--- config.mk ---
export PLATFORM = sky130hd
export DESIGN_NAME = regfile_wb_arbiter
export DESIGN_NICKNAME = d
export VERILOG_FILES = /design/src/rtl/regfile_wb_arbiter.sv
export SDC_FILE = /design/constraint.sdc
export NUM_CORES = 1
export LEC_CHECK = 0
export BUFFER_PORTS_ARGS = -buffer_cell sky130_fd_sc_hd__buf_2
export CAP_MARGIN = 40
export CORE_MARGIN = 1.5
export CORE_UTILIZATION = 30
export DETAILED_ROUTE_END_ITERATION = 10
export GPL_TIMING_DRIVEN = 0
export MAX_ROUTING_LAYER = met4
export PLACE_DENSITY = 0.54
export SLEW_MARGIN = 15
export SYNTH_ARGS = -nofsm -noshare
export SYNTH_HDL_FRONTEND = slang
export SYNTH_SLANG_ARGS = --single-unit
export TNS_END_PERCENT = 5
--- constraint.sdc ---
create_clock -name clk -period 3.8 [get_ports clk]
set_input_delay 0.57 -clock clk [delete_from_list [all_inputs] [get_ports clk]]
set_output_delay 0.57 -clock clk [all_outputs]
set_load 0.02 [all_outputs]
--- src/rtl/regfile_wb_arbiter.sv ---
// regfile_wb_arbiter: round-robin writeback arbiter for a single register-file write port with pending-write scoreboard
module regfile_wb_arbiter #(
  parameter int NUM_REQ = 3,
  parameter int DATA_W  = 32,
  parameter int ADDR_W  = 5
) (
  input  logic                      clk,
  input  logic                      reset_n,
  input  logic [NUM_REQ-1:0]        req_valid,
  output logic [NUM_REQ-1:0]        req_ready,
  input  logic [NUM_REQ*ADDR_W-1:0] req_addr,
  input  logic [NUM_REQ*DATA_W-1:0] req_data,
  input  logic                      issue_valid,
  input  logic [ADDR_W-1:0]         issue_rd,
  output logic                      issue_ready,
  output logic [(1<<ADDR_W)-1:0]    busy_vec,
  output logic                      rf_reg_write,
  output logic [ADDR_W-1:0]         rf_write_reg,
  output logic [DATA_W-1:0]         rf_write_data
);
  localparam int NREG = 1 << ADDR_W;
  localparam int PW = $clog2(NUM_REQ);
  localparam logic [PW:0] NR = (PW+1)'(NUM_REQ);
  localparam logic [PW-1:0] LAST = PW'(NUM_REQ - 1);
  logic [PW-1:0]     rr_ptr_q, rr_ptr_d, gidx;
  logic [PW:0]       sum;
  logic [NUM_REQ-1:0] grant;
  logic              found;
  logic [ADDR_W-1:0] g_addr;
  logic [DATA_W-1:0] g_data;
  logic [NREG-1:0]   busy_q, busy_d;
  logic              rf_we_q, rf_we_d;
  logic [ADDR_W-1:0] rf_reg_q, rf_reg_d;
  logic [DATA_W-1:0] rf_data_q, rf_data_d;
  // Scan from rr_ptr with wraparound; the first valid requester wins and its payload is muxed out
  always_comb begin
    grant = '0;
    gidx = '0;
    found = 1'b0;
    sum = '0;
    g_addr = '0;
    g_data = '0;
    for (int k = 0; k < NUM_REQ; k++) begin
      sum = {1'b0, rr_ptr_q} + (PW+1)'(k);
      sum = (sum >= NR) ? sum - NR : sum;
      if (!found && req_valid[sum[PW-1:0]]) begin
        found = 1'b1;
        gidx = sum[PW-1:0];
      end
    end
    grant[gidx] = found;
    for (int k = 0; k < NUM_REQ; k++) begin
      if (grant[k]) begin
        g_addr = req_addr[k*ADDR_W +: ADDR_W];
        g_data = req_data[k*DATA_W +: DATA_W];
      end
    end
  end
  assign req_ready   = reset_n ? grant : '0;
  assign issue_ready = reset_n && !(busy_q[issue_rd] && issue_rd != '0);
  assign busy_vec      = busy_q;
  assign rf_reg_write  = rf_we_q;
  assign rf_write_reg  = rf_reg_q;
  assign rf_write_data = rf_data_q;
  // Next state: pointer advance past the winner, scoreboard clear-then-allocate (allocate wins), x0 writes suppressed
  always_comb begin
    rr_ptr_d = !found ? rr_ptr_q : (gidx == LAST) ? '0 : gidx + PW'(1);
    busy_d = busy_q;
    if (found) busy_d[g_addr] = 1'b0;
    if (issue_valid && issue_ready) busy_d[issue_rd] = 1'b1;
    busy_d[0] = 1'b0;
    rf_we_d   = found && g_addr != '0;
    rf_reg_d  = rf_we_d ? g_addr : rf_reg_q;
    rf_data_d = rf_we_d ? g_data : rf_data_q;
  end
  // All architectural state, cleared asynchronously so reset takes effect without a clock edge
  always_ff @(posedge clk or negedge reset_n) begin
    if (!reset_n) begin
      rr_ptr_q  <= '0;
      busy_q    <= '0;
      rf_we_q   <= 1'b0;
      rf_reg_q  <= '0;
      rf_data_q <= '0;
    end else begin
      rr_ptr_q  <= rr_ptr_d;
      busy_q    <= busy_d;
      rf_we_q   <= rf_we_d;
      rf_reg_q  <= rf_reg_d;
      rf_data_q <= rf_data_d;
    end
  end
endmodule

==> out/metrics.yaml <==
coreArea_sq_um: 12100
final_common_cell: "buf_2"
r2r-end: "rf_write_data[18]$_DFFE_PN0P_"
synth_cell_types: 42
cp_slowest_cell: "a222oi_1"
dieArea_sq_um: 13100
dpl.cell_count: 728
hold_buffers: 0
ys_seq_area_frac: 0.476
finalCritPeriodShare: 0.950
powerDensity_nw_per_um2: 1030
ys_ff_latch: 71
viasPerCell: 5.31
p_total_mw: 5.51
drc: 0
worst_slack_ps: 191
finalNonFillerCells: 751
diodes: 0
finalHoldViolCount: 0
clkTransAtPathRegs_ps: 60
fin_util: 0.445
synth_top_area_frac: 0.476
yosysWarnings: 0
drive_gt1_frac: 0.431
r2r_slack_ps: 210
ios: 196
synth_area_sq_um: 3740
cp_slowest_stage_delay_ps: 380
fill_cells: 1194
synth_area_leaders: "dfrtp_1 (48%), a222oi_1 (10%), o21ai_0 (5.4%)"
holdWs_ps: 202
routedWlPerCell_um: 17.8
dieWidth_um: 115
skew_ps: 6.25
ir_worst_vdd_mv: 0.387
min_period_ps: 3610
root_buffer: "clkbuf_16"
die_h_um: 115
final_cell_area_sq_um: 5370
crit_fanout: 10
numCtsBuffers: 9
drt-total-wl_mm: 13.3
synth_edf_count: 0
crit_path_end_kind: "output port"
critPathMostFrequentCell: "buf_2"
cts_tree: "yes"
nets: 703
busiest_layer: "met2"
finalSetupTns_ps: 0
grtUsageMet1: 0.262
avgSynthCellArea_sq_um: 10.2
critPathTopFamily: "buffers and inverters"
async_flop_share: 1.00
gr-usage-met3: 0.0381
cts_num_sinks: 71
synth_nets: 490
io_buffer_count: 192
yosys_most_used_dff: "dfrtp_1"
grt-ovfl-total: 0
hpwl_mm: 9.99
setup_violations: 0
antenna_found_initial: 0
slew_headroom: 0.593
first_pass_iters: 6
met2_usage: 0.342
final_cell_mix: "buf_2 (195), dfrtp_1 (71), o21ai_0 (38), a222oi_1 (38), nor3_1 (36)"
initialDrtViolationCount: 404
largest_reg_flops: 32
slew_viol_final: 0
area_growth_pct: 43.8
clk_latency_ps: 330
status: "finished, final reports clean"
vias: 3990
synthCells: 365
htree_levels: 3
place_area_sq_um: 4940
post-place-ws_ps: -227
reg2regPathDepth: 15
yosysTopAreaCell: "dfrtp_1"
grt_max_degree: 39
drv_cap: 0
hp-class: "input pin to asynchronous set/reset pin"
cp-start-kind: "register"
ant_nets: 0
clock_path_buffers: 2
first_global_vias: 3797
arrival_ps: 3040
worstPathRequired_ps: 3230
worstMarginPinSlew_ps: 610
r2r_start: "rr_ptr_q[0]$_DFFE_PN0N_"
rows: 40
leakagePower_nw: 2.54
track_usage: 0.206
clock.fmax_mhz: 277
crit_chain: "inv_1 > ha_1 > buf_2 > a22o_1 > a222oi_1 > buf_4 > a311oi_1 > nor2b_1 > buf_6 > clkbuf_2 > and2_1 > buf_2"
cp.buffers_inverters: 6
grt_pass1_wl_mm: 20.2
criticalPathCategory: "register to output port"
place_congestion: 0.812
initial_core_util: 0.310
where the power goes:
part / internal (mW) / switching [mW]
clock: 0.610 / 0.327
sequential: 1.14 / 0.252
combinational: 1.20 / 1.99
total: 2.95 / 2.57
cell type report:
cell class	count	area [sq um]	share of cell area
multi-input cells	252	1780	0.331
flip-flops and latches	71	1780	0.331
repair buffers	202	1050	0.195
clock buffers	11	253	0.0470
well taps	168	210	0.0391
plain buffers	32	185	0.0345
clock inverters	5	80.1	0.0149
inverters	10	37.5	0.00699
kinds of logic after synthesis:
| kind of cell | after synthesis | share of synthesized area |
|---|---|---|
| and+or+nand+nor | 98 | 0.141 |
| AOI/OAI and AO/OA | 137 | 0.254 |
| muxes | 13 | 0.0640 |
| adders and majority gates | 3 | 0.0100 |
| other | 1 | 0.00100 |
| buffers and inverters | 42 | 0.0546 |
| DFF | 71 | 0.476 |
per-layer routing:
layer  vias to the layer above  wire length [um]
met5                         -                 0
met4                         0               146
met3                        10               914
met2                       206              6540
met1                      1914              5740
li1                       1860                 -
Yosys cell counts, types with 3 or more instances:
cell and n:
a222oi_1 38, inv_1 10, nor2_1 6, nand2_1 17, o21ai_1 4, dfrtp_1 71, nand2b_1 8, and2_1 3
nor2b_1 4, mux4_2 8, a21oi_1 35, buf_2 4, buf_6 5, nand3b_1 6, nor3_1 36, nand3_1 4
o21ai_0 40, ha_1 3, o2bb2ai_1 12, clkbuf_1 20
worst max-delay path by stage:
stage / from / endpoint / slack, ps / cells after the start
floorplan: rr_ptr_q[0]$_DFFE_PN0N_ / rf_write_data[0]$_DFFE_PN0P_ / 570 / 13
global placement: rr_ptr_q[0]$_DFFE_PN0N_ / busy_vec[28]$_DFF_PN0_ / -300 / 11
detailed placement: rr_ptr_q[0]$_DFFE_PN0N_ / rf_write_data[18]$_DFFE_PN0P_ / -230 / 15
CTS: rr_ptr_q[0]$_DFFE_PN0N_ / rf_write_data[18]$_DFFE_PN0P_ / 30 / 15
global route: rr_ptr_q[0]$_DFFE_PN0N_ / req_ready[2] / -30 / 11
finish: rr_ptr_q[0]$_DFFE_PN0N_ / req_ready[1] / 190 / 12
timing repair:
item | 4_1_cts | 5_1_grt
pin swaps | 0 | 4
gates resized for setup | 8 | 11
buffers inserted | 0 | 6
setup endpoints to repair | 43 | 49
gates cloned | 0 | 1
Note: power is estimated with default switching activity, not from simulation.
